<file path="config.mk">
export PLATFORM = sky130hd
export DESIGN_NAME = untrusted_device_arbiter
export DESIGN_NICKNAME = d
export VERILOG_FILES = /design/src/rtl/untrusted_device_arbiter.sv
export SDC_FILE = /design/constraint.sdc
export NUM_CORES = 1
export LEC_CHECK = 0
export CORE_MARGIN = 10
export CORE_UTILIZATION = 30
export DETAILED_ROUTE_END_ITERATION = 6
export HOLD_SLACK_MARGIN = 0.06
export PLACE_DENSITY = 0.71
export SYNTH_ARGS = -nofsm -noshare
export SYNTH_HDL_FRONTEND = slang
export SYNTH_SLANG_ARGS = --single-unit
</file>
<file path="constraint.sdc">
create_clock -name clk_i -period 8.85 [get_ports clk_i]
set_input_delay 1.77 -clock clk_i [delete_from_list [all_inputs] [get_ports clk_i]]
set_output_delay 1.77 -clock clk_i [all_outputs]
set_load 0.005 [all_outputs]
</file>
<file path="src/rtl/untrusted_device_arbiter.sv">
// ---------------------------------------------------------------------------
// untrusted_device_arbiter
//
// Shares the single request/response port of an untrusted device between
// two hosts (host 0: core data port, host 1: DMA). Round-robin arbitration
// with one outstanding transaction. Accesses are checked against the ROM
// and RAM windows. ROM writes and accesses that hit neither window are
// answered locally with an error and never reach the device. A watchdog
// forces an error response if the device stops answering.
//
// Ports
//   clk_i, rst_i        clock, asynchronous active-high reset
//   req_i/gnt_o         per-host request / one-hot grant (grant only in IDLE)
//   we_i/addr_i/wdata_i/be_i  per-host transaction fields (host k in slice k)
//   rvalid_o            per-host one-cycle response strobe
//   rdata_o/err_o       shared response data / error, valid with rvalid_o
//   dev_*               request/response port towards the untrusted device
//   deny_cnt_o          saturating count of locally denied accesses
// ---------------------------------------------------------------------------
module untrusted_device_arbiter #(
   parameter logic [31:0] RomBase       = 32'h00000000,
   parameter logic [31:0] RomMask       = 32'h00003fff,
   parameter logic [31:0] RamBase       = 32'h50000000,
   parameter logic [31:0] RamMask       = 32'h0001ffff,
   parameter logic [15:0] TimeoutCycles = 16'd255
) (
   input  logic        clk_i,
   input  logic        rst_i,
   input  logic [1:0]  req_i,
   output logic [1:0]  gnt_o,
   input  logic [1:0]  we_i,
   input  logic [63:0] addr_i,
   input  logic [63:0] wdata_i,
   input  logic [7:0]  be_i,
   output logic [1:0]  rvalid_o,
   output logic [31:0] rdata_o,
   output logic        err_o,
   output logic        dev_req_o,
   input  logic        dev_gnt_i,
   output logic        dev_we_o,
   output logic [31:0] dev_addr_o,
   output logic [31:0] dev_wdata_o,
   output logic [3:0]  dev_be_o,
   input  logic        dev_rvalid_i,
   input  logic [31:0] dev_rdata_i,
   input  logic        dev_err_i,
   output logic [15:0] deny_cnt_o
);

   localparam logic [1:0] IDLE  = 2'd0;
   localparam logic [1:0] ISSUE = 2'd1;
   localparam logic [1:0] WAIT  = 2'd2;
   localparam logic [1:0] RESP  = 2'd3;

   logic [1:0]  state_q,      state_d;
   logic        prio_q,       prio_d;
   logic        owner_q,      owner_d;
   logic        we_q,         we_d;
   logic [31:0] addr_q,       addr_d;
   logic [31:0] wdata_q,      wdata_d;
   logic [3:0]  be_q,         be_d;
   logic [15:0] timer_q,      timer_d;
   logic        resp_err_q,   resp_err_d;
   logic [31:0] resp_rdata_q, resp_rdata_d;
   logic [15:0] deny_cnt_q,   deny_cnt_d;

   logic        winner;
   logic        win_we;
   logic [31:0] win_addr;
   logic [31:0] win_wdata;
   logic [3:0]  win_be;

   // Reads are allowed in both windows, writes only in the RAM window.
   function automatic logic access_allowed(input logic [31:0] addr, input logic we);
      logic rom_hit;
      logic ram_hit;
      rom_hit = (addr & ~RomMask) == RomBase;
      ram_hit = (addr & ~RamMask) == RamBase;
      return ram_hit | (rom_hit & ~we);
   endfunction

   // The host pointed to by prio_q wins if it requests; otherwise the other
   // host wins (only meaningful when at least one host requests).
   always_comb begin
      winner = prio_q;
      if (!req_i[prio_q]) begin
         winner = ~prio_q;
      end
   end

   assign win_we    = winner ? we_i[1]         : we_i[0];
   assign win_addr  = winner ? addr_i[63:32]   : addr_i[31:0];
   assign win_wdata = winner ? wdata_i[63:32]  : wdata_i[31:0];
   assign win_be    = winner ? be_i[7:4]       : be_i[3:0];

   always_comb begin
      state_d      = state_q;
      prio_d       = prio_q;
      owner_d      = owner_q;
      we_d         = we_q;
      addr_d       = addr_q;
      wdata_d      = wdata_q;
      be_d         = be_q;
      timer_d      = timer_q;
      resp_err_d   = resp_err_q;
      resp_rdata_d = resp_rdata_q;
      deny_cnt_d   = deny_cnt_q;
      gnt_o        = 2'b00;

      case (state_q)
         IDLE: begin
            if (|req_i) begin
               gnt_o[winner] = 1'b1;
               owner_d       = winner;
               we_d          = win_we;
               addr_d        = win_addr;
               wdata_d       = win_wdata;
               be_d          = win_be;
               prio_d        = ~winner;
               if (access_allowed(win_addr, win_we)) begin
                  state_d = ISSUE;
               end else begin
                  state_d      = RESP;
                  resp_err_d   = 1'b1;
                  resp_rdata_d = 32'h0;
                  if (deny_cnt_q != 16'hffff) begin
                     deny_cnt_d = deny_cnt_q + 16'd1;
                  end
               end
            end
         end

         ISSUE: begin
            // Waiting for the device to accept is not bounded by the watchdog.
            if (dev_gnt_i) begin
               state_d = WAIT;
               timer_d = 16'h0;
            end
         end

         WAIT: begin
            if (dev_rvalid_i) begin
               state_d      = RESP;
               resp_rdata_d = dev_rdata_i;
               resp_err_d   = dev_err_i;
            end else begin
               timer_d = timer_q + 16'd1;
               if (timer_q + 16'd1 == TimeoutCycles) begin
                  state_d      = RESP;
                  resp_err_d   = 1'b1;
                  resp_rdata_d = 32'h0;
               end
            end
         end

         RESP: begin
            state_d = IDLE;
         end

         default: begin
            state_d = IDLE;
         end
      endcase
   end

   always_ff @(posedge clk_i or posedge rst_i) begin
      if (rst_i) begin
         state_q      <= IDLE;
         prio_q       <= 1'b0;
         owner_q      <= 1'b0;
         we_q         <= 1'b0;
         addr_q       <= 32'h0;
         wdata_q      <= 32'h0;
         be_q         <= 4'h0;
         timer_q      <= 16'h0;
         resp_err_q   <= 1'b0;
         resp_rdata_q <= 32'h0;
         deny_cnt_q   <= 16'h0;
      end else begin
         state_q      <= state_d;
         prio_q       <= prio_d;
         owner_q      <= owner_d;
         we_q         <= we_d;
         addr_q       <= addr_d;
         wdata_q      <= wdata_d;
         be_q         <= be_d;
         timer_q      <= timer_d;
         resp_err_q   <= resp_err_d;
         resp_rdata_q <= resp_rdata_d;
         deny_cnt_q   <= deny_cnt_d;
      end
   end

   // Device fields come straight from the latched transaction so they stay
   // stable for the whole ISSUE phase.
   assign dev_req_o   = (state_q == ISSUE);
   assign dev_we_o    = we_q;
   assign dev_addr_o  = addr_q;
   assign dev_wdata_o = wdata_q;
   assign dev_be_o    = be_q;

   assign rvalid_o    = (state_q == RESP) ? (owner_q ? 2'b10 : 2'b01) : 2'b00;
   assign rdata_o     = (state_q == RESP) ? resp_rdata_q : 32'h0;
   assign err_o       = (state_q == RESP) ? resp_err_q : 1'b0;
   assign deny_cnt_o  = deny_cnt_q;

endmodule

</file>
==> impl_metrics.ini, run 1 <==
[synthesis]
syn_nets = 857
synth_area_mm2 = 0.006766
ys_warn_count = 0
seq_area_frac_synth_pct = 51.04
synthCells = 673
syn_area_per_cell_um2 = 10.05
synth_edf_count = 0
synth.distinct_cells = 48
ys.flop_type = dfrtp_1
ys_seq_elements = 138
async_flop_share_pct = 100.0

[die]
die_x_um = 170.2
die_h_um = 170.2
start_util_pct = 30.72
die_area_mm2 = 0.02896
ioPinCount = 300
core_mm2 = 0.02203
rows = 54

[timing]
fmax_ghz = 0.1786
setup-violations-final = 0
min_period_ns = 5.599
finalHoldViolations = 0
setup_tns_ns = 0
slew_viol_final = 0
fin_skew_ns = 0.01055
tightest_slew_ns = 1.118
hold_ws_ns = 0.4763
fin_crit_sh_pct = 63.26
rsz0062_at_grt = no
relSlewSlack_pct = 25.30

[drt]
dr.pass1.iters = 4
drc = 0
routed-wl-met3_mm = 1.519
wl_met1_mm = 9.227
vias_per_cell = 4.727
drtIter0Drc = 399
met2WireLength_mm = 11.65
vias = 5894
antenna_left = 0
postRouteWirelength_mm = 22.91
wire_per_inst_um = 18.37
highest_layer = met4

[clock_network]
cts_hold_buf = 0
clockRootBuffer = clkbuf_16
cts_resized = 0
htree_num_levels = 4
insertion_delay_ns = 0.42
cts_buffers = 17
cts_tree = built
cts_sinks = 138
cts.path.max_buffers = 2
postCtsSetupBuffers = 0
clk_pin_slew_ns = 0.06

[place]
portBuffers = 299
gp_routability_congestion = 0.8523
dpl.hpwl_mm = 17.68

[critical_path]
startpoint = req_i[0]
cp-end-kind = output port
crit_type = in2out
required_ns = 7.08
r2r_start = timer_q[0]$_DFFE_PP0P_
rr_endpoint = resp_rdata_q[22]$_DFFE_PP0P_
rrSetupSlack_ns = 5.29
crit_fanout = 35
critPathCapture = gnt_o[1]
rr_worst_depth = 7
worstSetupStartpointType = input port
crit_arrival_ns = 3.83

[grt]
antenna_found_initial = 0
grt_pass1_vias = 5962
grt.overflow.total = 0
grt_first_pass_wirelength_mm = 34.83
grt.total_usage_pct = 15.44
grt_max_degree = 127

[finish]
area_growth_pct = 56.08
num_antenna_cells = 0
postLayoutCoreUtil_pct = 47.95
fillers = 2020
layout-drive-gt1-share_pct = 5.067
fin_nets = 1138
seq_area_mm2 = 0.003453
multiInputGateArea_mm2 = 0.003093

[flow_run]
drv_cap = 0

[min_path]
hp-class = reg2reg

[pwr]
leakage_nw = 4.561
irDropWorstVdd_uv = 133.3
power_density_mw_per_mm2 = 283.8
p_total_w = 0.002998

[run_status]
status = finished, final reports clean
-- cells by family (layout without fill, tap and decap cells) --
family / Yosys count / in the layout / synth area share (%)
flops: 138 / 138 / 51.04
fa+ha+maj: 7 / 7 / 1.294
simple gates: 227 / 227 / 16.61
compound gates: 160 / 160 / 14.81
mux: 69 / 69 / 10.21
xor+xnor: 20 / 20 / 2.589
buf+inv: 52 / 346 / 3.458
-- worst min path at each step --
stage	from	end	depth (start not counted)
after floorplan	resp_rdata_q[0]$_DFFE_PP0P_	resp_rdata_q[0]$_DFFE_PP0P_	1
after global placement	dev_wdata_o[13]$_DFFE_PP0P_	dev_wdata_o[13]$_DFFE_PP0P_	2
after detailed placement	dev_addr_o[3]$_DFFE_PP0P_	dev_addr_o[3]$_DFFE_PP0P_	2
after CTS	dev_addr_o[3]$_DFFE_PP0P_	dev_addr_o[3]$_DFFE_PP0P_	2
after global routing	resp_rdata_q[29]$_DFFE_PP0P_	resp_rdata_q[29]$_DFFE_PP0P_	1
final	dev_addr_o[11]$_DFFE_PP0P_	dev_addr_o[11]$_DFFE_PP0P_	2
-- layer usage --
metal	global-route usage (%)	up-vias
met5	0	-
met2	26.68	178
met4	4.996	0
met3	4.697	27
li1	-	2927
met1	17.88	2762
-- synthesized netlist by cell type (4+ instances only) --
cell,number,area share [%]
nand3_1,15,1.1
and2_1,35,3.2
nor2b_1,6,0.55
a31oi_1,4,0.37
a21o_1,4,0.44
o21ai_0,93,6.9
a21oi_1,11,0.81
clkbuf_1,26,1.4
nor2_1,32,1.8
nand4_1,10,0.92
ha_1,7,1.3
nand2_1,97,5.4
mux2i_1,69,10
a22o_1,32,4.1
buf_6,4,0.67
buf_2,7,0.52
dfrtp_1,138,51
inv_1,12,0.67
or4_1,4,0.44
nor3_1,8,0.59
xor2_1,5,0.65
nand2b_1,5,0.46
xnor2_1,15,1.9
-- state kept, by name (all words and copies together), names as in the netlist, 2 cells and up --
signal and flops:
dev_addr_o 32, dev_wdata_o 32, resp_rdata_q 32, deny_cnt_o 16, timer_q 16, dev_be_o 4, state_q 2
-- critical path, cell delays in order --
cell and delay [ns]:
clkdlybuf4s50_1 0.54, nor2b_1 0.27, or2_4 0.59, nor2_1 0.16
clkdlybuf4s50_1 0.49
-- where the power goes --
part	leakage [nW]	internal (W)	switching [W]
combinational	2.49	0.000656	0.000601
sequential	1.78	0.000877	0.000141
clock	0.294	0.000405	0.000317
total	4.56	0.00194	0.00106
-- layout by cell type (no fill, tap or decap), types with 15 or more instances in the layout --
cell type	n
o21ai_0	93
nand2_1	97
xnor2_1	15
a22o_1	32
mux2i_1	69
clkdlybuf4s50_1	299
clkbuf_16	17
nand3_1	15
and2_1	35
nor2_1	32
dfrtp_1	138
-- metrics by stage --
step	worst slack, ns	std cells	instance area, um^2
after floorplan	3.384	673	6766
after global placement	3.274	1215	9962
after detailed placement	3.261	1215	9962
after CTS	3.247	1247	10560
after global routing	3.174	1247	10560
final	3.251	1247	10560
-- final cells by class --
cell class                      instances  area share (%)
Clock buffer                           17           4.028
Sequential cell                       138           32.70
Clock inverter                         15           1.647
Tap cell                              280           3.317
Multi-Input combinational cell        483           29.29
Timing Repair Buffer                  302           28.55
Inverter                               12          0.4739
No activity file was read; power rests on OpenSTA's default activity.
==> run 2: changes to the inputs <==
- PLACE_DENSITY: 0.71 -> 0.73
- clock period: 8.85 -> 4.6 ns (I/O delays scaled with it)
==> run 2 against run 1 <==
  * Clock-buffer cell count did not move
  * Critical endpoint unchanged
  * Die area is the same
  * Critical path type unchanged
  * Combinational power is 92% higher
  * Power grew 93%
  * Highest routed layer unchanged
  * Largest power group unchanged
  * Sequential share of layout area is 0.093 points lower
  * Global-route usage increased by 0.17 points
==> impl_metrics.ini, run 2 (synthesized netlist as in run 1, its figures left out) <==
[die]
core_mm2 = 0.02203
rows = 54
start_util_pct = 30.72
die_h_um = 170.2
die_area_mm2 = 0.02896
ioPinCount = 300
die_x_um = 170.2

[grt]
grt.total_usage_pct = 15.61
grt.overflow.total = 0
grt_max_degree = 139
antenna_found_initial = 0
grt_first_pass_wirelength_mm = 35.59
grt_pass1_vias = 6091

[min_path]
hp-class = reg2reg

[pwr]
leakage_nw = 4.575
power_density_mw_per_mm2 = 547.6
p_total_w = 0.005799
irDropWorstVdd_uv = 261.0

[drt]
drtIter0Drc = 354
dr.pass1.iters = 7
vias = 6005
drc = 0
postRouteWirelength_mm = 23.30
vias_per_cell = 4.808
antenna_left = 0
wire_per_inst_um = 18.66

[timing]
rsz0062_at_grt = no
fin_skew_ns = 0.01425
tightest_slew_ns = 1.078
setup_tns_ns = 0
fin_crit_sh_pct = 80.26
min_period_ns = 3.692
finalHoldViolations = 0
relSlewSlack_pct = 27.68
fmax_ghz = 0.2708
slew_viol_final = 0
setup-violations-final = 0

[critical_path]
cp-end-kind = output port
crit_type = in2out
required_ns = 3.68
crit_arrival_ns = 2.77
worstSetupStartpointType = input port
crit_fanout = 21

[finish]
postLayoutCoreUtil_pct = 48.09
fin_nets = 1140
mostFrequentLayoutCells = clkdlybuf4s50_1, dfrtp_1, nand2_1, o21ai_0, mux2i_1
num_antenna_cells = 0
stdcell_area_mm2 = 0.01059
layout-drive-gt1-share_pct = 5.263
area_growth_pct = 56.53
layout_commonest_cell = clkdlybuf4s50_1

[clock_network]
cts_hold_buf = 0
clockRootBuffer = clkbuf_16
htree_num_levels = 4
cts_resized = 0
cts_buffers = 17
cts_sinks = 138
cts_tree = built
clk_pin_slew_ns = 0.06
cts.path.max_buffers = 2
insertion_delay_ns = 0.41
postCtsSetupBuffers = 0

[place]
dpl.hpwl_mm = 18.08
portBuffers = 299
gp_routability_congestion = 0.8903
placed_area_mm2 = 0.009988

[run_status]
status = finished, final reports clean

[flow_run]
drv_cap = 0
==> run 2: cell types whose count changed in the layout (fill, tap and decap cells not counted), sizes merged <==
cell      before  now
clkinvlp       1    2
buf            3    5
inv           23   21
bufinv         1    2
==> run 2: area by class of cell <==
cell class / instances / area, um^2
well taps: 280 / 350.3
inverters: 12 / 48.80
repair buffers: 304 / 3043
flip-flops and latches: 138 / 3453
fillers: 2043 / 11430
multi-input cells: 483 / 3093
clock inverters: 15 / 177.7
clock buffers: 17 / 425.4
==> run 2: worst paths after layout <==
path	from	endpoint	slack, ns	cells past startpoint
hold reg to reg	dev_addr_o[10]$_DFFE_PP0P_	dev_addr_o[10]$_DFFE_PP0P_	0.47	2
max in group asynchronous	rst_i	dev_wdata_o[9]$_DFFE_PP0P_	2.95	3
hold / removal	dev_addr_o[10]$_DFFE_PP0P_	dev_addr_o[10]$_DFFE_PP0P_	0.47	2
setup / recovery	req_i[1]	gnt_o[1]	0.91	5
setup reg to reg	timer_q[0]$_DFFE_PP0P_	resp_rdata_q[2]$_DFFE_PP0P_	1.73	8
min in group asynchronous	rst_i	resp_rdata_q[5]$_DFFE_PP0P_	1.10	3
==> run 2: power by group <==
part | total, W | switching, W | internal (W)
Clock | 0.00141 | 0.000583 | 0.000824
Sequential | 0.00197 | 0.000281 | 0.00169
Combinational | 0.00242 | 0.00115 | 0.00128
==> run 2: metal layers <==
metal | routed length [um] | GRT usage [%] | up-vias | part of all wire (%)
li1 | - | - | 2931 | -
met1 | 9160 | 17.85 | 2879 | 39
met2 | 12030 | 27.19 | 174 | 52
met3 | 1729 | 5.414 | 21 | 7.4
met4 | 382 | 4.081 | 0 | 1.6
met5 | 0 | 0 | - | 0
==> run 2: worst max-delay path, cell delays in order <==
cell,delay (ns)
clkdlybuf4s50_1,0.55
nor2b_1,0.10
or2_4,0.41
nor2_1,0.24
clkdlybuf4s50_1,0.55
==> run 2: metrics by stage <==
stage	worst slack [ns]	std cells	hold WS [ns]
after floorplan	1.731	673	0.4577
after global placement	0.9411	1217	0.4610
after detailed placement	0.9085	1217	0.4689
after CTS	0.9068	1249	0.4830
after global routing	0.8070	1249	0.5048
final	0.9079	1249	0.4749
==> run 3: changes to the inputs <==
- clock period: 4.6 -> 3.19 ns (I/O delays scaled with it)
==> run 3 against run 2 <==
  * Clock power rose by 39%
  * Clock-buffer cell count rose by 1
  * Routed wire length fell by 1.3%
  * Combinational power rose by 48%
  * Sequential power rose by 44%
  * Critical path type unchanged
  * Critical endpoint unchanged
==> impl_metrics.ini, run 3 (synthesized netlist as in run 1, its figures left out) <==
[critical_path]
rr_endpoint = resp_rdata_q[28]$_DFFE_PP0P_
startpoint = req_i[1]
cp-end-kind = output port
r2r_start = timer_q[0]$_DFFE_PP0P_
rr_worst_depth = 8
rrSetupSlack_ns = 0.55
required_ns = 2.55
crit_type = in2out
worstSetupStartpointType = input port
crit_fanout = 3
crit_arrival_ns = 2.26

[min_path]
min_from = dev_addr_o[16]$_DFFE_PP0P_
hold_depth = 2
min_to = dev_addr_o[16]$_DFFE_PP0P_
hp-class = reg2reg

[die]
core_mm2 = 0.02203
rows = 54
die_x_um = 170.2
ioPinCount = 300
die_h_um = 170.2
die_area_mm2 = 0.02896
start_util_pct = 30.72

[clock_network]
cts_resized = 0
cts_hold_buf = 0
htree_num_levels = 4
cts_buffers = 17
clockRootBuffer = clkbuf_16
insertion_delay_ns = 0.41
cts_sinks = 138
cts_tree = built
postCtsSetupBuffers = 0
clk_pin_slew_ns = 0.06
cts.path.max_buffers = 2

[finish]
layout-drive-gt1-share_pct = 5.653
layout_commonest_cell = clkdlybuf4s50_1
num_antenna_cells = 0
stdcell_area_mm2 = 0.01063
mostFrequentLayoutCells = clkdlybuf4s50_1, dfrtp_1, nand2_1, o21ai_0, mux2i_1
fin_nets = 1144
area_growth_pct = 57.14
fillers = 2021

[grt]
antenna_found_initial = 0
grt_first_pass_wirelength_mm = 34.87
grt_pass1_vias = 5990
grt.overflow.total = 0
grt_max_degree = 139
grt.total_usage_pct = 15.31

[timing]
min_period_ns = 2.895
setup-violations-final = 0
fmax_ghz = 0.3454
setup_tns_ns = 0
relSlewSlack_pct = 29.91
fin_skew_ns = 0.01004
fin_crit_sh_pct = 90.75
slew_viol_final = 0
tightest_slew_ns = 1.044
finalHoldViolations = 0
rsz0062_at_grt = no

[flow_run]
drv_cap = 0

[drt]
wire_per_inst_um = 18.36
drtIter0Drc = 441
dr.pass1.iters = 5
antenna_left = 0
vias_per_cell = 4.764
drc = 0
postRouteWirelength_mm = 23.01
vias = 5969

[pwr]
pwr-share-seq_pct = 33.9
p_sw_w = 0.002918
pwr-share-comb_pct = 42.8
power_frac_clock_pct = 23.4
power_density_mw_per_mm2 = 788.2
leakage_nw = 4.587
irDropWorstVdd_uv = 389.0
p_int_w = 0.005462
switching_share_pct = 34.82

[place]
dpl.hpwl_mm = 17.70
gp_routability_congestion = 0.8401
placed_area_mm2 = 0.01004
portBuffers = 299

[run_status]
status = finished, final reports clean
## run 3: cell types whose count changed in the layout (fill, tap and decap cells not counted)
cell        delta
inv_6          -1
inv_8          -1
buf_4          +2
clkinvlp_4     +2
bufinv_16      -1
clkinv_2       -2
buf_12         +2
clkinv_4       +2
clkbuf_8       +1
## run 3: area by class of cell
cell class	count	area, um^2	share of cell area, %
clock buffer	18	439.2	4.130
clock inverter	14	150.1	1.412
inverter	12	48.80	0.4589
multi-input combinational	483	3093	29.09
sequential	138	3453	32.48
tap	280	350.3	3.295
timing repair buffer	308	3098	29.14
## run 3: layer usage
layer	global-route usage [%]	share of wire, %
met1	18.66	42
met2	26.04	51
met3	4.466	6.3
met4	3.699	1.1
met5	0	0
## run 3: per-stage QoR
step / util (%) / total power (W) / worst slack (ns) / instances / hold WS [ns]
after floorplan: - / 0.004519 / 0.6027 / 673 / 0.4577
final: 48.27 / 0.008380 / 0.2950 / 1253 / 0.4781
after global routing: 48.27 / 0.008991 / 0.2013 / 1253 / 0.5040
after CTS: 48.27 / 0.008516 / 0.2863 / 1253 / 0.4835
after detailed placement: 45.60 / 0.006507 / 0.02850 / 1221 / 0.4696
after global placement: 45.60 / 0.006415 / 0.08014 / 1221 / 0.4610
## run 3: worst max-delay path by stage
stage | slack, ns | endpoint | depth (start not counted)
floorplan | 0.60 | resp_rdata_q[10]$_DFFE_PP0P_ | 9
global placement | 0.08 | resp_rdata_q[20]$_DFFE_PP0P_ | 8
detailed placement | 0.03 | resp_rdata_q[5]$_DFFE_PP0P_ | 8
CTS | 0.29 | gnt_o[1] | 5
global route | 0.20 | gnt_o[1] | 5
finish | 0.30 | gnt_o[1] | 5
## run 3: power groups by stage
stage               sequential [W]  combinational, W  clock (W)
floorplan                  0.00283           0.00169          0
global placement           0.00283           0.00358          0
detailed placement         0.00287           0.00364          0
CTS                        0.00284           0.00365    0.00202
global route               0.00294           0.00395    0.00210
finish                     0.00284           0.00358    0.00196
## run 3: critical path, cell delays in order
cell and delay (ns):
clkdlybuf4s50_1 0.55, nor2b_1 0.10, or2_4 0.28, nor2_1 0.12
clkdlybuf4s50_1 0.56
